`config.mk`:
```
export PLATFORM = sky130hd
export DESIGN_NAME = route_sched
export DESIGN_NICKNAME = d
export VERILOG_FILES = /design/src/rtl/route_sched_pkg.sv /design/src/rtl/route_sched_fifo.sv /design/src/rtl/route_sched.sv
export SDC_FILE = /design/constraint.sdc
export NUM_CORES = 1
export LEC_CHECK = 0
export BUFFER_PORTS_ARGS = -buffer_cell sky130_fd_sc_hd__buf_2
export CAP_MARGIN = 20
export CORE_MARGIN = 2
export CORE_UTILIZATION = 60
export DETAILED_ROUTE_END_ITERATION = 7
export PLACE_DENSITY = 0.81
export SLEW_MARGIN = 20
export SYNTH_ARGS = -nofsm -noshare
export SYNTH_HDL_FRONTEND = slang
export SYNTH_HIERARCHICAL = 1
export SYNTH_SLANG_ARGS = --single-unit
```
`constraint.sdc`:
```
create_clock -name clk -period 9.2 [get_ports clk]
set_input_delay 0.92 -clock clk [delete_from_list [all_inputs] [get_ports clk]]
set_output_delay 0.92 -clock clk [all_outputs]
set_load 0.02 [all_outputs]
```
`src/rtl/route_sched_pkg.sv`:
```
// route_sched_pkg: shared types and command encodings for the route scheduler.
//   rs_state_t : scheduler FSM state
//   CMD_GO_OP  : opcode bits placed above the destination in a go command
//   CMD_STOP   : stop command byte
package route_sched_pkg;

    typedef enum logic [2:0] {
        S_IDLE,
        S_ISSUE_GO,
        S_WAIT_MOVE,
        S_TRANSIT,
        S_DWELL,
        S_ISSUE_STOP
    } rs_state_t;

    localparam logic [1:0] CMD_GO_OP = 2'b01;
    localparam logic [7:0] CMD_STOP  = 8'h00;

    function automatic logic [7:0] go_cmd(input logic [5:0] dest);
        return {CMD_GO_OP, dest};
    endfunction

endpackage

```
`src/rtl/route_sched_fifo.sv`:
```
// dest_fifo: synchronous FIFO holding queued destination IDs.
//   clk, rst_n : clock, async active-low reset
//   push       : write push_data (dropped when full unless a pop happens too)
//   push_data  : entry to write
//   pop        : remove head entry (ignored when empty)
//   flush      : empty the queue; a same-cycle push or pop is discarded
//   head       : current head entry (valid when !empty)
//   full/empty : occupancy flags
//   count      : occupancy, 0..DEPTH
module dest_fifo
    import route_sched_pkg::*;
#(
    parameter int DEPTH = 8,
    parameter int WIDTH = 6
) (
    input  logic                     clk,
    input  logic                     rst_n,
    input  logic                     push,
    input  logic [WIDTH-1:0]         push_data,
    input  logic                     pop,
    input  logic                     flush,
    output logic [WIDTH-1:0]         head,
    output logic                     full,
    output logic                     empty,
    output logic [$clog2(DEPTH):0]   count
);

    localparam int AW = $clog2(DEPTH);
    localparam int CW = AW + 1;

    logic [WIDTH-1:0] mem [DEPTH];
    logic [AW-1:0]    wr_ptr;
    logic [AW-1:0]    rd_ptr;
    logic             do_push;
    logic             do_pop;
    logic [CW-1:0]    count_nxt;

    assign empty     = (count == '0);
    assign do_pop    = pop && !empty && !flush;
    // A full queue still accepts a write when the head leaves in the same cycle.
    assign do_push   = push && !flush && (!full || do_pop);
    assign count_nxt = count + CW'(do_push) - CW'(do_pop);
    assign head      = mem[rd_ptr];

    always_ff @(posedge clk) begin
        if (do_push) begin
            mem[wr_ptr] <= push_data;
        end
    end

    always_ff @(posedge clk or negedge rst_n) begin
        if (!rst_n) begin
            wr_ptr <= '0;
            rd_ptr <= '0;
            count  <= '0;
            full   <= 1'b0;
        end else if (flush) begin
            wr_ptr <= '0;
            rd_ptr <= '0;
            count  <= '0;
            full   <= 1'b0;
        end else begin
            if (do_push) begin
                wr_ptr <= wr_ptr + AW'(1);
            end
            if (do_pop) begin
                rd_ptr <= rd_ptr + AW'(1);
            end
            count <= count_nxt;
            full  <= (count_nxt == CW'(DEPTH));
        end
    end

endmodule

```
`src/rtl/route_sched.sv`:
```
// route_sched: issues queued destination stations one at a time as go
// commands, follows in_transit for departure/arrival, dwells, then moves on.
// An abort flushes the route and issues a stop command.
//   clk, rst_n   : clock, async active-low reset
//   wr_en/wr_dest: queue a destination
//   abort        : flush route and stop
//   clr_cmd_rdy  : consumer has taken cmd
//   in_transit   : robot is moving
//   cmd/cmd_rdy  : pending command byte and its valid flag
//   cur_dest     : destination being served
//   count/full   : queue occupancy
//   busy         : not idle
//   overflow, arrived, no_start, route_done : single-cycle event pulses
//
// state        | meaning
// S_IDLE       | waiting for a queued destination
// S_ISSUE_GO   | go command raised, waiting for the consumer to take it
// S_WAIT_MOVE  | go taken, waiting for in_transit to rise (with timeout)
// S_TRANSIT    | moving, waiting for in_transit to fall
// S_DWELL      | stopped at the station for DWELL_CYCLES clocks
// S_ISSUE_STOP | stop command pending after an abort
module route_sched
    import route_sched_pkg::*;
#(
    parameter int DEPTH         = 8,
    parameter int DWELL_CYCLES  = 1000,
    parameter int START_TIMEOUT = 4096
) (
    input  logic                     clk,
    input  logic                     rst_n,
    input  logic                     wr_en,
    input  logic [5:0]               wr_dest,
    input  logic                     abort,
    input  logic                     clr_cmd_rdy,
    input  logic                     in_transit,
    output logic [7:0]               cmd,
    output logic                     cmd_rdy,
    output logic [5:0]               cur_dest,
    output logic [$clog2(DEPTH):0]   count,
    output logic                     full,
    output logic                     busy,
    output logic                     overflow,
    output logic                     arrived,
    output logic                     no_start,
    output logic                     route_done
);

    localparam int TMAX = (DWELL_CYCLES > START_TIMEOUT) ? DWELL_CYCLES : START_TIMEOUT;
    localparam int TW   = (TMAX > 1) ? $clog2(TMAX) : 1;
    localparam logic [TW-1:0] DWELL_LOAD = TW'(DWELL_CYCLES - 1);
    localparam logic [TW-1:0] START_LOAD = TW'(START_TIMEOUT - 1);

    rs_state_t   state;
    logic [TW-1:0] timer;
    logic        abort_take;
    logic        fifo_pop;
    logic        fifo_empty;
    logic [5:0]  fifo_head;

    // A second abort while the stop is still pending has nothing left to do.
    assign abort_take = abort && (state != S_ISSUE_STOP);
    assign fifo_pop   = (state == S_IDLE) && !fifo_empty && !abort_take;

    dest_fifo #(
        .DEPTH (DEPTH),
        .WIDTH (6)
    ) u_fifo (
        .clk       (clk),
        .rst_n     (rst_n),
        .push      (wr_en),
        .push_data (wr_dest),
        .pop       (fifo_pop),
        .flush     (abort_take),
        .head      (fifo_head),
        .full      (full),
        .empty     (fifo_empty),
        .count     (count)
    );

    always_ff @(posedge clk or negedge rst_n) begin
        if (!rst_n) begin
            state      <= S_IDLE;
            timer      <= '0;
            cmd        <= CMD_STOP;
            cmd_rdy    <= 1'b0;
            cur_dest   <= '0;
            busy       <= 1'b0;
            overflow   <= 1'b0;
            arrived    <= 1'b0;
            no_start   <= 1'b0;
            route_done <= 1'b0;
        end else begin
            arrived    <= 1'b0;
            no_start   <= 1'b0;
            route_done <= 1'b0;
            // A write racing an abort is discarded silently, not reported.
            overflow   <= wr_en && !abort_take && full && !fifo_pop;

            if (abort_take) begin
                // Replaces any pending go in place; a go taken on this same
                // edge is simply followed by the stop.
                state   <= S_ISSUE_STOP;
                cmd     <= CMD_STOP;
                cmd_rdy <= 1'b1;
                busy    <= 1'b1;
            end else begin
                case (state)
                    S_IDLE: begin
                        if (!fifo_empty) begin
                            cur_dest <= fifo_head;
                            state    <= S_ISSUE_GO;
                            busy     <= 1'b1;
                        end
                    end
                    S_ISSUE_GO: begin
                        if (!cmd_rdy) begin
                            cmd     <= go_cmd(cur_dest);
                            cmd_rdy <= 1'b1;
                        end else if (clr_cmd_rdy) begin
                            cmd_rdy <= 1'b0;
                            timer   <= START_LOAD;
                            state   <= S_WAIT_MOVE;
                        end
                    end
                    S_WAIT_MOVE: begin
                        if (in_transit) begin
                            state <= S_TRANSIT;
                        end else if (timer == '0) begin
                            // Never left: typically already at this station.
                            no_start <= 1'b1;
                            timer    <= DWELL_LOAD;
                            state    <= S_DWELL;
                        end else begin
                            timer <= timer - TW'(1);
                        end
                    end
                    S_TRANSIT: begin
                        if (!in_transit) begin
                            arrived <= 1'b1;
                            timer   <= DWELL_LOAD;
                            state   <= S_DWELL;
                        end
                    end
                    S_DWELL: begin
                        if (timer == '0) begin
                            route_done <= fifo_empty;
                            busy       <= 1'b0;
                            state      <= S_IDLE;
                        end else begin
                            timer <= timer - TW'(1);
                        end
                    end
                    S_ISSUE_STOP: begin
                        if (cmd_rdy && clr_cmd_rdy) begin
                            cmd_rdy <= 1'b0;
                            busy    <= 1'b0;
                            state   <= S_IDLE;
                        end
                    end
                    default: begin
                        cmd_rdy <= 1'b0;
                        busy    <= 1'b0;
                        state   <= S_IDLE;
                    end
                endcase
            end
        end
    end

endmodule

```
# After elaboration in Yosys (flattened, before gate mapping)
# Memories as Yosys holds them, arrays and structs flattened. A register that Yosys moved wholly into a read port is not among the register bits.
# Cells that the tools add are included.
[totals]
reg_bits = 40
latch_bits = 0
mem_bits_rw = 48
mem_bits_ro = 0
output_inout_bits = 25
elab_cells = 121
n_memories = 1
[mem_list]
columns = ["memory", "depth", "width", "rd", "rd_clocked_by_memory_dff", "write_ports", "line", "text"]
rows = [
  ["u_fifo.mem", 8, 6, 1, 1, 1, "route_sched_fifo.sv:31", "logic [WIDTH-1:0] mem [DEPTH];"],
]
[classes]
addsub = 5
mul = 0
n_div = 0
order_cmp = 0
n_eq_ne = 22
shifts = 0
n_mux = 47
n_bitwise = 2
reduce_logical = 31
[op_table]
columns = ["cell", "count"]
rows = [
  ["12-bit 2-to-1 mux", 6],
  ["12-bit one-hot mux with 4 select lines", 1],
  ["3-bit 2-to-1 mux", 13],
  ["8-bit 2-to-1 mux", 3],
  ["1-bit 2-to-1 mux", 20],
  ["3-bit by 2-bit inequality test with 1-bit output (second input constant)", 6],
  ["3-bit one-hot mux with 6 select lines", 1],
  ["7-bit AND reduction", 2],
  ["12-bit zero test", 1],
  ["12-bit by 1-bit subtractor with 12-bit output (second input constant)", 1],
  ["1-bit logical AND", 10],
  ["2-bit inequality test (second input constant)", 5],
  ["3-bit by 1-bit adder with 3-bit output (second input constant)", 2],
  ["3-bit by 2-bit equality test with 1-bit output (second input constant)", 2],
  ["3-bit equality test (second input constant)", 2],
  ["2-bit by 1-bit inequality test with 1-bit output (second input constant)", 3],
  ["2-bit nonzero test", 3],
  ["1-bit zero test", 5],
  ["4-bit by 1-bit adder with 4-bit output", 1],
  ["4-bit equality test (second input constant)", 1],
  ["4-bit zero test", 1],
  ["4-bit 2-to-1 mux", 1],
  ["4-bit by 3-bit inequality test with 1-bit output (second input constant)", 1],
  ["1-bit one-hot mux with 4 select lines", 1],
  ["other kinds (13)", 15],
]

# Depth between registers and ports, before layout
# Gate-level depths: netlist of run 1.
[depth]
depth_word = 12
depth_mapped = 16
depth_no_buf = 16

# Modules after synthesis
# The synthesis of run 1 kept the hierarchy.
[by_module_without_submodules]
columns = ["mod", "instances", "cells_each", "area_each_um2"]
rows = [
  ["dest_fifo", 1, 154, 2625.0],
  ["route_sched", 1, 199, 1859.3],
]

# Worst setup path after synthesis of run 1
# No wires, ideal clock.
[synth_timing]
kind = "input to register"
start = "input abort"
end = "register u_fifo.full"
arrival_ps = 3984
required_time_ps = 9121
setup_slack_ps = 5137
stages = 14
path_buffers = 1
cell_sequence = "clkbuf_1 > or2_1 > nor4_2 > nand2b_1 > nand3_1 > or2_2 > ha_1 > inv_1 > ha_1 > inv_1 > fa_1 > nor2b_1 > nand3b_1 > mux2i_1"
[synth_via]
elab_chain_len = 11
elab_cells_between_ends = 12
cone_classes = "add/sub (2); eq/ne (1); mux (1); reduce/logical (8)"
[synth_rtl]
columns = ["element", "line", "text"]
rows = [
  ["start, declared", "route_sched.sv:33", "input logic abort,"],
  ["1-bit logical AND *", "route_sched.sv:61", "assign abort_take = abort && (state != S_ISSUE_STOP);"],
  ["1-bit zero test *", "route_sched.sv:62", "assign fifo_pop = (state == S_IDLE) && !fifo_empty && !abort_take;"],
  ["1-bit logical AND *", "route_sched.sv:62", ""],
  ["via fifo_pop", "route_sched.sv:56", "logic fifo_pop;"],
  ["1-bit logical AND * (2 in series)", "route_sched_fifo.sv:39", "assign do_pop = pop && !empty && !flush;"],
  ["1-bit logical OR", "route_sched_fifo.sv:41", "assign do_push = push && !flush && (!full || do_pop);"],
  ["1-bit logical AND", "route_sched_fifo.sv:41", ""],
  ["4-bit by 1-bit adder with 4-bit output", "route_sched_fifo.sv:42", "assign count_nxt = count + CW'(do_push) - CW'(do_pop);"],
  ["4-bit by 1-bit subtractor with 4-bit output *", "route_sched_fifo.sv:42", ""],
  ["4-bit equality test *", "route_sched_fifo.sv:70", "full <= (count_nxt == CW'(DEPTH));"],
  ["1-bit 2-to-1 mux *", "route_sched_fifo.sv:57", "end else if (flush) begin"],
  ["end signal, assigned", "route_sched_fifo.sv:70", ""],
  ["end, declared", "route_sched_fifo.sv:23", "output logic full,"],
]
# The timed path passes the listed nets; every way through them passes the cells marked *.
# A chain may end at the register's enable or synchronous reset.

# Final worst setup path of run 1
[layout_timing]
start = "register u_fifo.count[2]"
end = "register u_fifo.full"
[layout_via]
elab_chain_len = 12
[layout_rtl]
columns = ["element", "line", "text"]
rows = [
  ["start, declared", "route_sched_fifo.sv:25", "output logic [$clog2(DEPTH):0] count"],
  ["start signal, assigned", "route_sched_fifo.sv:69", "count <= count_nxt;"],
  ["4-bit zero test *", "route_sched_fifo.sv:38", "assign empty = (count == '0);"],
  ["via fifo_empty", "route_sched.sv:57", "logic fifo_empty;"],
  ["1-bit zero test *", "route_sched.sv:62", ""],
  ["1-bit logical AND * (2 in series)", "route_sched.sv:62", ""],
  ["via fifo_pop", "route_sched.sv:56", ""],
  ["1-bit logical AND * (2 in series)", "route_sched_fifo.sv:39", ""],
  ["1-bit logical OR", "route_sched_fifo.sv:41", ""],
  ["1-bit logical AND", "route_sched_fifo.sv:41", ""],
  ["4-bit by 1-bit adder with 4-bit output", "route_sched_fifo.sv:42", ""],
  ["4-bit by 1-bit subtractor with 4-bit output *", "route_sched_fifo.sv:42", ""],
  ["4-bit equality test *", "route_sched_fifo.sv:70", ""],
  ["1-bit 2-to-1 mux *", "route_sched_fifo.sv:57", ""],
]
# Marked as above.

==> results of run 1 <==
-- path summary, 6_finish.rpt --
path / startpoint / endpoint / slack [ns] / cells past startpoint
min: busy / busy / 0.51 / 1
max reg2reg: u_fifo/count[2] / u_fifo/full / 5.48 / 17
max in group asynchronous: rst_n / u_fifo/count[0] / 8.26 / 1
min reg2reg: busy / busy / 0.51 / 1
max: u_fifo/count[2] / u_fifo/full / 5.48 / 17
min in group asynchronous: rst_n / cmd_rdy / 0.53 / 1
-- stage by stage --
step,util,area (um2)
floorplan,-,4484
global placement,0.6498,4713
global route,0.6817,4945
finish,0.6817,4945
CTS,0.6800,4932
detailed placement,0.6505,4718
-- kinds of logic after synthesis --
logic type | Yosys count | share of synthesized area
buffers and inverters | 34 | 0.03627
xor gates and xnor gates | 2 | 0.003907
adders and majority gates | 10 | 0.02958
and+or+nand+nor | 124 | 0.1518
DFF | 93 | 0.5725
other | 1 | 0.0008363
AOI/OAI and AO/OA | 59 | 0.09040
muxes | 30 | 0.1147
-- where the power goes --
part	switching (mW)	total (mW)	internal (mW)
Combinational	0.307	0.545	0.238
Sequential	0.110	0.638	0.528
Clock	0.156	0.288	0.132
-- flip-flops by register name, summed over array words and instances (netlist names), 3 cells and up --
name	cells
u_fifo/mem	48
u_fifo/wr_ptr	3
timer	12
u_fifo/rd_ptr	3
u_fifo/count	4
cur_dest	6
state	3
cmd	7
-- worst max-delay path, stage by stage (launching register included) --
cell and delay, ns:
dfrtp_1 0.35, inv_1 0.06, ha_1 0.22, or3b_2 0.23, inv_1 0.13, nor4_2 0.23, buf_4 0.24, nand2b_1 0.19
nand3_1 0.22, or2_2 0.34, ha_1 0.27, inv_1 0.05, ha_1 0.16, inv_1 0.06, fa_1 0.49, nor2b_1 0.17
nand3b_1 0.09, mux2i_1 0.13
-- synthesized netlist by cell type, drive strengths merged (2+ instances only) --
| library cell | number |
|---|---|
| ha | 9 |
| nor3 | 15 |
| edfxtp | 48 |
| o221a | 3 |
| mux4 | 12 |
| or4 | 4 |
| o21a | 2 |
| clkbuf | 10 |
| or2 | 4 |
| inv | 16 |
| nor2b | 8 |
| o21ai | 12 |
| o31a | 2 |
| or4b | 2 |
| nor2 | 27 |
| nand4 | 3 |
| mux2 | 15 |
| or3b | 3 |
| nand2b | 5 |
| a21o | 2 |
| o31ai | 6 |
| nor4b | 3 |
| nor4 | 5 |
| buf | 8 |
| mux2i | 3 |
| nand3 | 4 |
| or3 | 9 |
| a31oi | 4 |
| nand3b | 4 |
| a21oi | 17 |
| o32a | 2 |
| dfrtp | 45 |
| nand2 | 25 |
| xor2 | 2 |
| o22a | 2 |
-- metal layers --
layer  part of all wire  up-vias  GRT usage
li1                   -     1387          -
met3              0.038       11    0.05927
met4              0.013        0    0.07179
met2               0.50       64     0.3578
met5                  0        -          0
met1               0.44     1453     0.2907
-- layout make-up --
type,count,share of cell area
Clock inverter,7,0.01822
Inverter,16,0.01215
Clock buffer,9,0.02505
Multi-Input combinational cell,226,0.3598
Tap cell,99,0.02505
Sequential cell,93,0.5192
Timing Repair Buffer,38,0.04049
-- cell usage in the layout (no fill, tap or decap), drive strengths merged, types with 12 or more instances in the layout --
cell    instances
a21oi          17
o21ai          12
inv            19
buf            38
nor2           27
nor3           15
dfrtp          45
mux2           15
mux4           12
edfxtp         48
nand2          25
==> impl_metrics.toml, run 1 <==
[timing]
fmax_mhz = 269.1
tightest_slew_ns = 0.9631
rsz0062_at_grt = "false"
hold_slack_ns = 0.5124
final-setup-viol-count = 0
finalClockSkew_ns = 0.01510
hold_viol = 0
finalSetupTns_ns = 0
maxSlewHeadroom = 0.3569
fin_crit_ns = 3.717
drv_slew = 0
fin_crit_sh = 0.4040
setup_ws_ns = 5.483

[pwr]
power_density_nw_per_um2 = 297.4
ir_drop_v = 0.0001233
total_power_mw = 1.471
p_leak_nw = 1.909

[synthesis]
synth_top_cell_area_share = 0.3214
yosys.area.top_type = "edfxtp_1"
synthCells = 353
synth_async_sr_flop_share = 0.4839
synth-seq-cells = 93
synth_area_leaders = "edfxtp_1, dfrtp_1, mux4_1"
syn_area_um2 = 4484
syn_nets = 375
ys.flop_type = "edfxtp_1"
yosysSeqAreaShare = 0.5725
synth_edf_count = 48
syn_area_per_cell_um2 = 12.70
yosysUniqueCellTypes = 59
yosys_warnings = 6

[floorplanning]
core_um2 = 7253
initial_utilization = 0.6183
die_y_um = 90.45
die-area_um2 = 8181
chipWidth_um = 90.45
rows = 31
io_pins = 37

[finish]
fin_nets = 406
diodes = 0
syn2layout_area_growth_pct = 10.27
multiInputGateArea_um2 = 1779
fillers = 524
final_cells = 488
drive_above_1_share = 0.2082
area.sequential_um2 = 2567

[worst_setup_path]
worst-path-max-fanout = 12
critical_path_required_ns = 9.48
worstPathArrival_ns = 4.00
cp-start-kind = "flip-flop"
end_kind = "flip-flop"
worstSetupPathType = "flip-flop to flip-flop"

[clock_network]
htreeDepth = 3
cts_buffers = 9
clkLatencyLatePin_ns = 0.37
clkSinkCount = 93
cts-resized-gates = 0
root_buffer = "clkbuf_8"
clkTransAtPathRegs_ns = 0.10
clockBufferDepth = 2
ctsHoldBuffers = 0
cts_tree = "done"
cts_setup_buffers = 0

[flow_run]
cap_violations = 0

[place]
hpwl_mm = 5.726
gp_congestion = 0.9249
place_inst = 472
port_buffers = 35
dp_slack_ns = 5.287

[drt]
drc = 0
final_antenna_net_count = 0
wl_mm = 8.440
drtPass1Iterations = 4
vias = 2915
routedWlPerCell_um = 17.30
viasPerCell = 5.973
first_iter_violations = 162

[global_route]
grt_usage = 0.2199
grt_pass1_vias = 2794
grt_max_degree = 46
antenna_found_initial = 0
grt_first_pass_wirelength_mm = 13.91
grt-ovfl-total = 0

[hold_path]
hp-class = "flip-flop to flip-flop"

[status]
status = "complete, no violations"
No activity file was read; power rests on OpenSTA's default activity.
==> run 2: changes to the inputs <==
--- a/config.mk
+++ b/config.mk
@@ -8,9 +8,9 @@
 export BUFFER_PORTS_ARGS = -buffer_cell sky130_fd_sc_hd__buf_2
 export CAP_MARGIN = 20
 export CORE_MARGIN = 2
-export CORE_UTILIZATION = 60
+export CORE_UTILIZATION = 54
 export DETAILED_ROUTE_END_ITERATION = 7
-export PLACE_DENSITY = 0.81
+export PLACE_DENSITY = 0.77
 export SLEW_MARGIN = 20
 export SYNTH_ARGS = -nofsm -noshare
 export SYNTH_HDL_FRONTEND = slang
==> constraint.sdc (replaced) <==
create_clock -name clk -period 3.4 [get_ports clk]
set_input_delay 0.34 -clock clk [delete_from_list [all_inputs] [get_ports clk]]
set_output_delay 0.34 -clock clk [all_outputs]
set_load 0.02 [all_outputs]
==> impl_metrics.toml, run 2 (same netlist as run 1, synthesis figures left out) <==
[status]
status = "complete, no violations"

[worst_setup_path]
worstPathArrival_ns = 3.47
reg2reg_from = "u_fifo/count[2]"
end_kind = "flip-flop"
cp-start-kind = "flip-flop"
r2r_end = "u_fifo/full"
worstSetupPathType = "flip-flop to flip-flop"
rrSetupSlack_ns = 0.21
worst-path-max-fanout = 5
r2r_cells = 16
critical_path_required_ns = 3.69

[finish]
final_cell_mix = "edfxtp_1, dfrtp_1, buf_2"
fin_util = 0.6271
largest_register_ffs = 48
final_area_um2 = 5101
syn2layout_area_growth_pct = 13.76
reg.largest.list = "u_fifo/mem (48), timer (12), cmd (7)"
diodes = 0
drive_above_1_share = 0.2531
fin_nets = 420
largest_register = "u_fifo/mem"
fillers = 616
layout_commonest_cell = "edfxtp_1"

[clock_network]
clkLatencyLatePin_ns = 0.37
clkTransAtPathRegs_ns = 0.10
root_buffer = "clkbuf_8"
clockBufferDepth = 2
clkSinkCount = 93
cts_tree = "done"
htreeDepth = 3
cts_buffers = 9

[floorplanning]
chipWidth_um = 95.13
io_pins = 37
die-area_um2 = 9049
initial_utilization = 0.5513
die_y_um = 95.13
rows = 33
core_um2 = 8134

[pwr]
ir_drop_v = 0.0003239
p_leak_nw = 1.971
total_power_mw = 4.106
power_density_nw_per_um2 = 805.0

[timing]
final-setup-viol-count = 0
finalSetupTns_ns = 0
fin_crit_sh = 0.9370
tightest_slew_ns = 0.7298
finalClockSkew_ns = 0.01404
maxSlewHeadroom = 0.5097
hold_slack_ns = 0.2363
fmax_mhz = 313.9
drv_slew = 0
fin_crit_ns = 3.186
hold_viol = 0

[drt]
final_antenna_net_count = 0
first_iter_violations = 159
drtPass1Iterations = 4
vias = 3032
routedWlPerCell_um = 17.91
drc = 0
viasPerCell = 5.969
wl_mm = 9.097

[hold_path]
hold_depth = 1
worstHoldStart = "wr_dest[3]"
hold_path_end = "u_fifo/mem[3][3]"
hp-class = "primary input to flip-flop"

[global_route]
grt_usage = 0.2132
grt_pass1_vias = 2864
grt_first_pass_wirelength_mm = 14.56
grt-ovfl-total = 0
antenna_found_initial = 0
grt_max_degree = 46

[place]
dpl_cell_area_um2 = 4816
hpwl_mm = 6.166
gp_congestion = 0.8693
port_buffers = 35

[flow_run]
cap_violations = 0
run 2: routing by layer:
metal | vias up | routed length (um) | GRT usage
li1 | 1415 | - | -
met1 | 1523 | 4024 | 0.2900
met2 | 77 | 4555 | 0.3369
met3 | 17 | 326 | 0.04111
met4 | 0 | 191 | 0.09179
met5 | - | 0 | 0
run 2: report_power, final:
part | switching, mW | internal [mW]
clock | 0.441 | 0.290
sequential | 0.270 | 1.43
combinational | 0.919 | 0.757
total | 1.63 | 2.48
run 2: through the flow:
step	std cells	setup WS (ns)
floorplan	353	0.01864
global placement	486	0.3135
detailed placement	488	0.2189
CTS	504	0.1884
global route	508	-0.0007190
finish	508	0.2142
run 2: layout make-up:
| class | instances | area, um2 | area share |
|---|---|---|---|
| Sequential cell | 93 | 2570 | 0.5038 |
| Tap cell | 105 | 131.4 | 0.02575 |
| Inverter | 16 | 60.06 | 0.01177 |
| Timing Repair Buffer | 52 | 311.5 | 0.06107 |
| Clock inverter | 7 | 75.07 | 0.01472 |
| Multi-Input combinational cell | 226 | 1829 | 0.3586 |
| Clock buffer | 9 | 123.9 | 0.02428 |
run 2: how the worst max path moves through the flow:
stage / to / start / cells after the start / slack, ns
after floorplan: u_fifo/full / u_fifo/count[2] / 16 / 0.02
after global placement: u_fifo/full / u_fifo/count[2] / 16 / 0.31
after detailed placement: u_fifo/full / u_fifo/count[2] / 16 / 0.22
after CTS: u_fifo/full / u_fifo/count[2] / 16 / 0.19
after global routing: u_fifo/full / u_fifo/count[2] / 16 / -0.0007
final: u_fifo/full / u_fifo/count[2] / 16 / 0.21
run 2: what timing repair did:
| item | CTS | global route |
|---|---|---|
| hold buffers | 0 | 1 |
| endpoints found under the setup margin | 0 | 1 |
| setup buffers | 0 | 3 |
| endpoints found under the hold margin | 0 | 2 |
| resized for setup | 0 | 11 |
run 2: worst max-delay path, cell delays in order (launching register included):
cell	delay, ns
dfrtp_2	0.36
inv_1	0.06
ha_2	0.18
or3b_4	0.25
inv_2	0.05
nor4_4	0.30
nand2b_4	0.21
nand3_4	0.10
or2_4	0.26
ha_4	0.21
inv_2	0.04
ha_2	0.16
inv_1	0.05
fa_1	0.53
nor2b_4	0.16
nand3b_1	0.07
mux2i_1	0.13
